**src/rtl/swo_capture_ctrl_if.sv**
```systemverilog
// Word output bus of the SWO capture controller toward the trace word FIFO.
// valid/ready: a word transfers on a clk edge where wordValid && wordReady; while
// wordValid is high and wordReady low, wordData/wordBytes hold steady.
interface swo_capture_ctrl_if;
  logic [31:0] wordData;
  logic [2:0]  wordBytes;
  logic        wordValid;
  logic        wordReady;

  modport master (output wordData, output wordBytes, output wordValid, input wordReady);
  modport slave  (input wordData, input wordBytes, input wordValid, output wordReady);
endinterface

```
**src/rtl/swo_capture_ctrl.sv**
```systemverilog
// Sequences the SWO Manchester decoder and packs its toggle-strobed bytes
// little-endian into 32-bit words, flushing partial words on idle or disable.
module swo_capture_ctrl #(
  parameter int unsigned IDLE_TIMEOUT = 1024
) (
  input  logic               clk,
  input  logic               rst,
  input  logic               enable,
  output logic               decRst,
  input  logic               byteAvail,
  input  logic [7:0]         completeByte,
  swo_capture_ctrl_if.master word,
  output logic [15:0]        overflowCount,
  output logic               active,
  output logic [1:0]         dbg_state
);

  typedef enum logic [1:0] {
    OFF   = 2'd0,
    START = 2'd1,
    RUN   = 2'd2,
    DRAIN = 2'd3
  } state_t;

  localparam logic [15:0] TIMEOUT_C = 16'(IDLE_TIMEOUT);

  state_t      state_q, state_d;
  logic        bav_prev_q;
  logic [31:0] pack_q, pack_d;
  logic [2:0]  pack_cnt_q, pack_cnt_d;
  logic [15:0] idle_cnt_q, idle_cnt_d;
  logic [31:0] word_data_q, word_data_d;
  logic [2:0]  word_bytes_q, word_bytes_d;
  logic        word_valid_q, word_valid_d;
  logic [15:0] ovf_q, ovf_d;
  logic        new_byte, out_free, xfer, byte_taken;

  assign new_byte   = (state_q == RUN) && (byteAvail != bav_prev_q);
  assign out_free   = !word_valid_q || word.wordReady;
  assign xfer       = out_free && ((pack_cnt_q == 3'd4) ||
                                   ((pack_cnt_q != 3'd0) && (idle_cnt_q >= TIMEOUT_C)) ||
                                   ((state_q == DRAIN) && (pack_cnt_q != 3'd0)));
  assign byte_taken = new_byte && (xfer || (pack_cnt_q < 3'd4));

  always_comb begin
    state_d = state_q;
    unique case (state_q)
      OFF:     if (enable) state_d = START;
      START:   state_d = RUN;
      RUN:     if (!enable) state_d = DRAIN;
      DRAIN:   if ((pack_cnt_q == 3'd0) && out_free) state_d = OFF;
      default: state_d = OFF;
    endcase
  end

  always_comb begin
    pack_d       = pack_q;
    pack_cnt_d   = pack_cnt_q;
    idle_cnt_d   = idle_cnt_q;
    word_data_d  = word_data_q;
    word_bytes_d = word_bytes_q;
    word_valid_d = word_valid_q;
    ovf_d        = ovf_q;

    if (word_valid_q && word.wordReady) word_valid_d = 1'b0;
    if (xfer) begin
      word_data_d  = pack_q;
      word_bytes_d = pack_cnt_q;
      word_valid_d = 1'b1;
      pack_d       = '0;
      pack_cnt_d   = 3'd0;
    end

    // A byte arriving with a transfer starts the next word, so none is lost.
    if (new_byte) begin
      if (xfer) begin
        pack_d     = {24'h0, completeByte};
        pack_cnt_d = 3'd1;
      end else if (pack_cnt_q < 3'd4) begin
        pack_d[{pack_cnt_q[1:0], 3'b000} +: 8] = completeByte;
        pack_cnt_d = pack_cnt_q + 3'd1;
      end else if (ovf_q != 16'hFFFF) begin
        ovf_d = ovf_q + 16'd1;
      end
    end

    if (xfer || byte_taken || (pack_cnt_q == 3'd0)) idle_cnt_d = 16'd0;
    else if ((pack_cnt_q < 3'd4) && (idle_cnt_q != 16'hFFFF)) idle_cnt_d = idle_cnt_q + 16'd1;
  end

  // The decoder strobe has no reset value, so its history is tracked unconditionally.
  always_ff @(posedge clk) begin
    bav_prev_q <= byteAvail;
  end

  always_ff @(posedge clk) begin
    if (!rst) begin
      state_q      <= OFF;
      pack_q       <= '0;
      pack_cnt_q   <= 3'd0;
      idle_cnt_q   <= 16'd0;
      word_data_q  <= '0;
      word_bytes_q <= 3'd0;
      word_valid_q <= 1'b0;
      ovf_q        <= 16'd0;
    end else begin
      state_q      <= state_d;
      pack_q       <= pack_d;
      pack_cnt_q   <= pack_cnt_d;
      idle_cnt_q   <= idle_cnt_d;
      word_data_q  <= word_data_d;
      word_bytes_q <= word_bytes_d;
      word_valid_q <= word_valid_d;
      ovf_q        <= ovf_d;
    end
  end

  assign decRst         = (state_q != RUN);
  assign active         = (state_q == RUN);
  assign dbg_state      = state_q;
  assign overflowCount  = ovf_q;
  assign word.wordData  = word_data_q;
  assign word.wordBytes = word_bytes_q;
  assign word.wordValid = word_valid_q;

endmodule

```
**src/flat_wrapper.sv**
```systemverilog
// flat-port wrapper written by rule: the top's interface ports become plain ports
module swo_capture_ctrl_flat 
#(
  parameter int unsigned IDLE_TIMEOUT = 1024
)
  (clk, rst, enable, decRst, byteAvail, completeByte, overflowCount, active, dbg_state, word_wordData, word_wordBytes, word_wordValid, word_wordReady);
  swo_capture_ctrl_if word_i ();
  input  logic clk;
  input  logic rst;
  input  logic enable;
  output logic decRst;
  input  logic byteAvail;
  input  logic [7:0] completeByte;
  output logic [15:0] overflowCount;
  output logic active;
  output logic [1:0] dbg_state;
  output wire logic [$bits(word_i.wordData)-1:0] word_wordData;
  output wire logic [$bits(word_i.wordBytes)-1:0] word_wordBytes;
  output wire logic [$bits(word_i.wordValid)-1:0] word_wordValid;
  input wire logic [$bits(word_i.wordReady)-1:0] word_wordReady;
  assign word_wordData = word_i.wordData;
  assign word_wordBytes = word_i.wordBytes;
  assign word_wordValid = word_i.wordValid;
  assign word_i.wordReady = word_wordReady;
  swo_capture_ctrl #(.IDLE_TIMEOUT(IDLE_TIMEOUT)) u_core (.clk(clk), .rst(rst), .enable(enable), .decRst(decRst), .byteAvail(byteAvail), .completeByte(completeByte), .word(word_i), .overflowCount(overflowCount), .active(active), .dbg_state(dbg_state));
endmodule
```
**config.mk**
```make
export PLATFORM = sky130hd
export DESIGN_NAME = swo_capture_ctrl_flat
export DESIGN_NICKNAME = d
export VERILOG_FILES = /design/src/rtl/swo_capture_ctrl_if.sv /design/src/rtl/swo_capture_ctrl.sv /design/src/flat_wrapper.sv
export SDC_FILE = /design/constraint.sdc
export NUM_CORES = 1
export LEC_CHECK = 0
export CORE_AREA = 10 10 171 93
export DETAILED_ROUTE_END_ITERATION = 16
export DIE_AREA = 0 0 181 103
export PLACE_DENSITY = 0.66
export SLEW_MARGIN = 20
export SYNTH_ARGS = -nofsm -noshare
export SYNTH_HDL_FRONTEND = slang
export SYNTH_SLANG_ARGS = --single-unit
export TNS_END_PERCENT = 100
```
**constraint.sdc**
```tcl
create_clock -name clk -period 6.3 [get_ports clk]
set_clock_uncertainty 0.1 [all_clocks]
set_input_delay 1.575 -clock clk [delete_from_list [all_inputs] [get_ports clk]]
set_output_delay 1.575 -clock clk [all_outputs]
set_load 0.005 [all_outputs]
```
==> results of run 1 <==
flip-flops by register name (all words and copies together), names as in the netlist, 2 cells and up:
name                   cells
u_core.pack_q             32
u_core.word.wordData      32
u_core.idle_cnt_q         16
u_core.overflowCount      16
u_core.pack_cnt_q          3
u_core.word.wordBytes      3
u_core.dbg_state           2
worst max-delay path, stage by stage:
cell	delay, ps
clkdlybuf4s50_1	410
nand2b_1	160
o211ai_1	110
buf_4	390
nand2_1	610
a21oi_2	550
a22o_1	220
worst max path at each step:
| stage | start | to | slack [ps] |
|---|---|---|---|
| 6_report | word_wordReady | u_core.pack_q[6] | 2440 |
| 5_1_grt | word_wordReady | u_core.pack_q[6] | 2250 |
| 4_1_cts | word_wordReady | u_core.pack_q[6] | 2410 |
| 3_5_place_dp | word_wordReady | u_core.pack_q[6] | 2070 |
| 3_3_place_gp | word_wordReady | u_core.pack_q[3] | 2230 |
| 2_1_floorplan | byteAvail | u_core.overflowCount[14] | 3110 |
cell families after synthesis:
group	after synthesis	synth area share, %
AND/OR/NAND/NOR	234	25.9
AO/OA/AOI/OAI	112	15.0
flip-flops	106	47.8
buffers and inverters	37	3.33
XOR/XNOR	15	2.96
adder cells (fa/ha/maj)	12	3.38
multiplexers	7	1.58
layout by cell type, fill, tap and decap left out, types with 6 or more instances in the layout:
master,n
nand2_1,114
dfxtp_1,106
a21oi_1,70
clkdlybuf4s50_1,68
nand4_1,26
nor2_1,24
nand3_1,18
ha_1,12
inv_1,10
xnor2_1,9
clkbuf_16,9
nor3_1,8
o21ai_0,8
nor4_1,8
a22o_1,8
mux2i_1,7
xor2_1,6
final cells by class:
type / count / share of cell area (%)
multi-input combinational: 380 / 39.3
sequential: 106 / 38.3
tap: 176 / 3.97
timing repair buffer: 71 / 12.7
clock inverter: 5 / 1.02
inverter: 10 / 0.677
clock buffer: 10 / 4.13
metal layers:
metal  vias to the layer above  wire, microns  GRT usage (%)
li1                       1947              -              -
met1                      1798           6110           17.0
met2                        88           4810           18.5
met3                        10            681           3.75
met4                         0            109           3.36
met5                         -              0              0
through the flow:
step	cell area, sq um	worst slack, ps
after global placement	5260	2230
after detailed placement	5260	2070
after CTS	5540	2410
after global routing	5550	2250
after floorplan	4440	3110
final	5550	2440
power breakdown:
group          switching (mW)  internal, mW  total [mW]
Combinational           0.106        0.0586       0.165
Clock                   0.242         0.305       0.548
Sequential             0.0113         0.683       0.694
Total                   0.360          1.05        1.41
==> impl_metrics.yaml, run 1 <==
cells_and_area:
  fill_cells: 1264
  finalNetCount: 603
  areaGrowthSynthToFinish_pct: 25.0
  fin_cells: 758
  drive_gt1_share_pct: 3.95
  diodes: 0
  final_util_pct: 42.3
  seq_area_sq_um: 2120
  multi_input_area_sq_um: 2180
detailed_routing:
  drt_first_pass_iters: 4
  ant_nets: 0
  vias: 3843
  wl_mm: 11.7
  routed_via_density: 5.07
  drt-wirelength-per-cell_microns: 15.5
  drtIter0Drc: 271
  drc: 0
synthesis:
  synth_ff_type: "dfxtp_1"
  yosys_warnings: 0
  ys_top_cells_by_count: "nand2_1 (114), dfxtp_1 (106), a21oi_1 (70), nand4_1 (26), nor2_1 (24)"
  syn-cell-area_sq_um: 4440
  synth_area_leaders: "dfxtp_1 (48%), nand2_1 (9.6%), a21oi_1 (7.9%)"
  synth_seq_cells: 106
  synth-seq-area-share_pct: 47.8
  async_flop_share_pct: 0
  yosys.area.top_type: "dfxtp_1"
  syn_inst: 523
  avgSynthCellArea_sq_um: 8.48
  synth_cell_types: 43
  yosysMostFrequentCell: "nand2_1"
  synth_edf_count: 0
  synth_top_area_share_pct: 47.8
  syn_nets: 548
sta:
  min_period_over_period_pct: 61.3
  fmax_mhz: 259
  rsz0062_at_grt: "no"
  drv_slew: 0
  slew_headroom_pct: 39.9
  setup_viol: 0
  min_period_ps: 3860
  setup_tns_ps: 0
  tightest_slew_ps: 899
  finalHoldViolations: 0
  fin_hold_ws_ps: 357
global_route:
  grt_pass1_vias: 3747
  grt_max_degree: 50
  overflow: 0
  grt_pass1_wl_mm: 19.1
  antenna_found_initial: 0
  grt_util_all_layers_pct: 12.4
floorplan:
  core_sq_um: 13100
  rows: 30
  initial_core_util_pct: 33.9
  fp.dieH_microns: 103
  die_w_microns: 181
  dieArea_sq_um: 18600
  ios: 69
placed_design:
  gp_congestion: 0.827
  dp_hpwl_mm: 8.67
  placement.io_buffers: 68
  dp.cells: 743
setup_path:
  r2r-start: "u_core.pack_cnt_q[0]"
  critPathLaunchType: "primary input"
  cp_max_fo: 38
  worstSetupPathType: "in2reg"
  end_kind: "flop"
  critical_path_required_ps: 6480
  reg2regPathDepth: 8
  worstReg2RegEnd: "u_core.pack_q[6]"
  reg2reg_slack_ps: 2640
  crit_arrival_ps: 4040
clock_tree:
  cts_tree: "built"
  clockBufferDepth: 2
  clock_latency_ps: 350
  cts-root-buf: "clkbuf_16"
  postCtsSetupBuffers: 0
  cts.htree.levels: 3
  cts_resized: 0
  clkSinkCount: 106
  hold_buffers: 0
  cts_buffers: 9
  clk_pin_slew_ps: 70
power_and_ir_drop:
  p_per_area_nw_per_um2: 254
  leakage_nw: 1.76
  vdd_drop_max_mv: 0.135
  power_mw: 1.41
hold_path:
  min_to: "u_core.word.wordData[25]"
  whs_path_depth: 2
  min_from: "u_core.word.wordData[25]"
  hold_class: "reg2reg"
outcome:
  status: "completed"
flow_run:
  cap_violations: 0
No activity file was read; power rests on OpenSTA's default activity.
==> run 2, diff against run 1 <==
--- a/config.mk
+++ b/config.mk
@@ -8,7 +8,7 @@
 export CORE_AREA = 10 10 171 93
 export DETAILED_ROUTE_END_ITERATION = 16
 export DIE_AREA = 0 0 181 103
-export PLACE_DENSITY = 0.66
+export PLACE_DENSITY = 0.68
 export SLEW_MARGIN = 20
 export SYNTH_ARGS = -nofsm -noshare
 export SYNTH_HDL_FRONTEND = slang
==> constraint.sdc (replaced) <==
create_clock -name clk -period 3.3 [get_ports clk]
set_clock_uncertainty 0.1 [all_clocks]
set_input_delay 0.825 -clock clk [delete_from_list [all_inputs] [get_ports clk]]
set_output_delay 0.825 -clock clk [all_outputs]
set_load 0.005 [all_outputs]
==> impl_metrics.yaml, run 2 (same netlist as run 1, synthesis figures left out) <==
power_and_ir_drop:
  leakage_nw: 1.80
  seq_power_share_pct: 49.0
  p_sw_mw: 0.734
  comb_power_share_pct: 12.0
  vdd_drop_max_mv: 0.280
  intPower_mw: 1.97
  p_per_area_nw_per_um2: 482
  clkPwrFrac_pct: 39.1
  switching_share_pct: 27.1
floorplan:
  fp.dieH_microns: 103
  core_sq_um: 13100
  dieArea_sq_um: 18600
  rows: 30
  die_w_microns: 181
  initial_core_util_pct: 33.9
  ios: 69
clock_tree:
  cts.htree.levels: 3
  clkSinkCount: 106
  clk_pin_slew_ps: 70
  cts-root-buf: "clkbuf_16"
  hold_buffers: 0
  clockBufferDepth: 2
  postCtsSetupBuffers: 0
  cts_buffers: 9
  clock_latency_ps: 350
  cts_resized: 0
  cts_tree: "built"
detailed_routing:
  drc: 0
  vias: 3956
  drtIter0Drc: 262
  wl_mm: 12.1
  drt-wirelength-per-cell_microns: 15.8
  ant_nets: 0
  routed_via_density: 5.16
  drt_first_pass_iters: 7
sta:
  setup_tns_ps: 0
  slew_headroom_pct: 42.6
  min_period_ps: 2850
  tightest_slew_ps: 859
  setup_viol: 0
  rsz0062_at_grt: "no"
  fmax_mhz: 351
  finalHoldViolations: 0
  drv_slew: 0
  min_period_over_period_pct: 86.3
global_route:
  grt_max_degree: 49
  grt_util_all_layers_pct: 12.8
  grt_pass1_vias: 3700
  antenna_found_initial: 0
  grt_pass1_wl_mm: 19.5
  overflow: 0
setup_path:
  reg2regPathDepth: 7
  cp-startpoint: "u_core.pack_cnt_q[0]"
  worstSetupPathType: "reg2reg"
  critPathSlowestCell: "or4_1"
  critPathLaunchType: "flop"
  worstPathCellList: "inv_1 -> ha_1 -> or4_1 -> o211ai_1 -> nand2_1 -> a21oi_2 -> a22o_1"
  crit_path_max_incr_delay_ps: 520
  cp_max_fo: 8
  end_kind: "flop"
  r2r-start: "u_core.pack_cnt_q[0]"
  crit_arrival_ps: 3040
  critical_path_required_ps: 3490
placed_design:
  placement.io_buffers: 68
  gp_congestion: 0.828
  dp_hpwl_mm: 8.84
cells_and_area:
  finalNetCount: 611
  diodes: 0
  final_cell_mix: "nand2_1 (114), dfxtp_1 (106), a21oi_1 (70)"
  layout_commonest_cell: "nand2_1"
  final_util_pct: 42.8
  drive_gt1_share_pct: 5.41
  areaGrowthSynthToFinish_pct: 26.5
outcome:
  status: "completed"
hold_path:
  hold_class: "reg2reg"
  min_from: "u_core.word.wordData[29]"
  whs_path_depth: 2
flow_run:
  cap_violations: 0
run 2: stage by stage:
stage	instance area (sq um)	cells	power [mW]	setup WS, ps	hold slack (ps)
2_1_floorplan	4440	523	1.55	753	332
6_report	5610	767	2.71	453	358
5_1_grt	5610	767	2.82	287	373
3_5_place_dp	5320	751	1.68	295	348
3_3_place_gp	5320	751	1.66	299	343
4_1_cts	5610	767	2.73	490	359
run 2: path summary, 6_finish.rpt:
path | to | slack [ps]
setup / recovery | u_core.pack_q[1] | 450
setup reg to reg | u_core.pack_q[1] | 450
hold reg to reg | u_core.word.wordData[29] | 360
hold / removal | u_core.word.wordData[29] | 360
run 2: critical path, delay by kind of cell (launching register included):
family / cells / cell delay (ps)
buffers and inverters: 1 / 180
AOI/OAI and AO/OA: 3 / 990
DFF: 1 / 490
adders and majority gates: 1 / 350
and+or+nand+nor: 2 / 670
run 2: final cells by class:
type                       count  area (sq um)
multi-input combinational    380          2170
tap                          176           220
clock inverter                 6          55.1
fill                        1251          7490
clock buffer                  10           239
sequential                   106          2120
inverter                      10          37.5
timing repair buffer          79           763
run 2: routing by layer:
metal | GRT usage (%) | share of wire (%)
met5 | 0 | 0
met4 | 2.36 | 0.56
met3 | 5.08 | 8.0
met2 | 18.6 | 42
met1 | 17.4 | 50
run 2: power groups by stage:
stage / Sequential, mW / Clock [mW] / Combinational (mW)
floorplan: 1.35 / 0 / 0.202
global placement: 1.35 / 0 / 0.311
detailed placement: 1.35 / 0 / 0.322
CTS: 1.32 / 1.08 / 0.324
global route: 1.33 / 1.13 / 0.364
finish: 1.33 / 1.06 / 0.324
==> run 3, diff against run 2 <==
--- a/config.mk
+++ b/config.mk
@@ -5,10 +5,12 @@
 export SDC_FILE = /design/constraint.sdc
 export NUM_CORES = 1
 export LEC_CHECK = 0
-export CORE_AREA = 10 10 171 93
+export CORE_AREA = 10 10 112 139
 export DETAILED_ROUTE_END_ITERATION = 16
-export DIE_AREA = 0 0 181 103
-export PLACE_DENSITY = 0.68
+export DIE_AREA = 0 0 122 149
+export DONT_BUFFER_PORTS = 1
+export PLACE_DENSITY = 0.61
+export SKIP_CTS_REPAIR_TIMING = 1
 export SLEW_MARGIN = 20
 export SYNTH_ARGS = -nofsm -noshare
 export SYNTH_HDL_FRONTEND = slang
==> impl_metrics.yaml, run 3 (same netlist as run 1, synthesis figures left out) <==
hold_path:
  whs_path_depth: 2
  min_to: "u_core.word.wordData[10]"
  hold_class: "reg2reg"
  min_from: "u_core.pack_q[10]"
global_route:
  overflow: 0
  grt_max_degree: 49
  grt_pass1_vias: 3433
  antenna_found_initial: 0
  grt_pass1_wl_mm: 17.6
  grt_util_all_layers_pct: 12.1
placed_design:
  dp_hpwl_mm: 7.96
  placement.io_buffers: 0
  gp_congestion: 0.819
  dpl_cell_area_sq_um: 4590
outcome:
  status: "completed"
clock_tree:
  clockBufferDepth: 2
  cts_tree: "built"
  clkSinkCount: 106
  cts-root-buf: "clkbuf_16"
  clk_pin_slew_ps: 70
  cts.htree.levels: 3
  cts_buffers: 9
  clock_latency_ps: 350
detailed_routing:
  ant_nets: 0
  drtIter0Drc: 201
  vias: 3627
  wl_mm: 10.8
  drt-wirelength-per-cell_microns: 15.7
  drt_first_pass_iters: 4
  routed_via_density: 5.26
  drc: 0
setup_path:
  crit_path_max_incr_delay_ps: 620
  crit_arrival_ps: 3130
  worstSetupPathType: "reg2reg"
  critPathLaunchType: "flop"
  r2r-start: "u_core.pack_cnt_q[0]"
  end_kind: "flop"
  cp_max_fo: 17
  worstReg2RegEnd: "u_core.overflowCount[10]"
  reg2regPathDepth: 7
  worstPathCellList: "inv_1 -> ha_1 -> nor4_4 -> a21oi_2 -> or3_1 -> or4_1 -> a21oi_1"
  reg2reg_slack_ps: 350
  critical_path_required_ps: 3480
  critPathSlowestCell: "or3_1"
sta:
  slew_headroom_pct: 43.3
  setup_tns_ps: 0
  tightest_slew_ps: 844
  min_period_ps: 2950
  drv_slew: 0
  fmax_mhz: 339
  rsz0062_at_grt: "no"
  setup_viol: 0
  min_period_over_period_pct: 89.3
  finalHoldViolations: 0
cells_and_area:
  fin_area_sq_um: 4900
  drive_gt1_share_pct: 5.21
  fill_cells: 1328
  final_util_pct: 37.7
  areaGrowthSynthToFinish_pct: 10.6
  layout_commonest_cell: "nand2_1"
  finalNetCount: 538
  diodes: 0
  final_cell_mix: "nand2_1 (114), dfxtp_1 (106), a21oi_1 (70)"
floorplan:
  fp.dieH_microns: 149
  dieArea_sq_um: 18200
  ios: 69
  core_sq_um: 13000
  rows: 47
  initial_core_util_pct: 34.1
  die_w_microns: 122
power_and_ir_drop:
  switching_share_pct: 25.7
  clkPwrFrac_pct: 41.2
  seq_power_share_pct: 49.3
  p_per_area_nw_per_um2: 549
  intPower_mw: 2.00
  leakage_nw: 1.55
  p_sw_mw: 0.692
  vdd_drop_max_mv: 0.263
  comb_power_share_pct: 9.5
flow_run:
  cap_violations: 0
[run 3: metal layers]
metal,part of all wire (%),global-route usage [%]
met3,8.7,3.86
met5,0,0
met2,49,19.9
met4,2.0,5.85
met1,40,13.8
[run 3: how the worst max path moves through the flow]
stage,start,endpoint,slack (ps)
2_1_floorplan,u_core.pack_cnt_q[0],u_core.overflowCount[14],750
3_3_place_gp,u_core.pack_cnt_q[0],u_core.overflowCount[10],510
3_5_place_dp,u_core.pack_cnt_q[0],u_core.overflowCount[10],400
4_1_cts,u_core.pack_cnt_q[0],u_core.overflowCount[10],380
5_1_grt,u_core.pack_cnt_q[0],u_core.overflowCount[10],170
6_report,u_core.pack_cnt_q[0],u_core.overflowCount[10],350
[run 3: area by class of cell]
cell class | instances | area [sq um] | area share, %
clock buffers | 10 | 239 | 4.87
clock inverters | 6 | 73.8 | 1.51
inverters | 10 | 37.5 | 0.765
multi-input cells | 380 | 2170 | 44.3
flip-flops and latches | 106 | 2120 | 43.3
well taps | 171 | 214 | 4.36
repair buffers | 6 | 45.0 | 0.918
[run 3: metrics by stage]
| stage | total power, mW | setup WS [ps] | hold WS [ps] | cells |
|---|---|---|---|---|
| floorplan | 1.55 | 753 | 332 | 523 |
| global placement | 1.60 | 514 | 348 | 673 |
| detailed placement | 1.62 | 398 | 348 | 673 |
| CTS | 2.73 | 378 | 358 | 689 |
| global route | 2.81 | 171 | 380 | 689 |
| finish | 2.69 | 353 | 351 | 689 |
[run 3: critical path: cells and delay by family, from the launching register on]
kind	cells	cell delay (ps)
fa+ha+maj	1	340
simple gates	3	1500
buf+inv	1	160
flops	1	480
compound gates	2	290
[run 3: power groups by stage]
stage               Combinational (mW)  Sequential (mW)  Clock (mW)
finish                           0.256             1.33        1.11
global route                     0.290             1.33        1.19
CTS                              0.259             1.33        1.14
detailed placement               0.258             1.36           0
global placement                 0.245             1.36           0
floorplan                        0.202             1.35           0
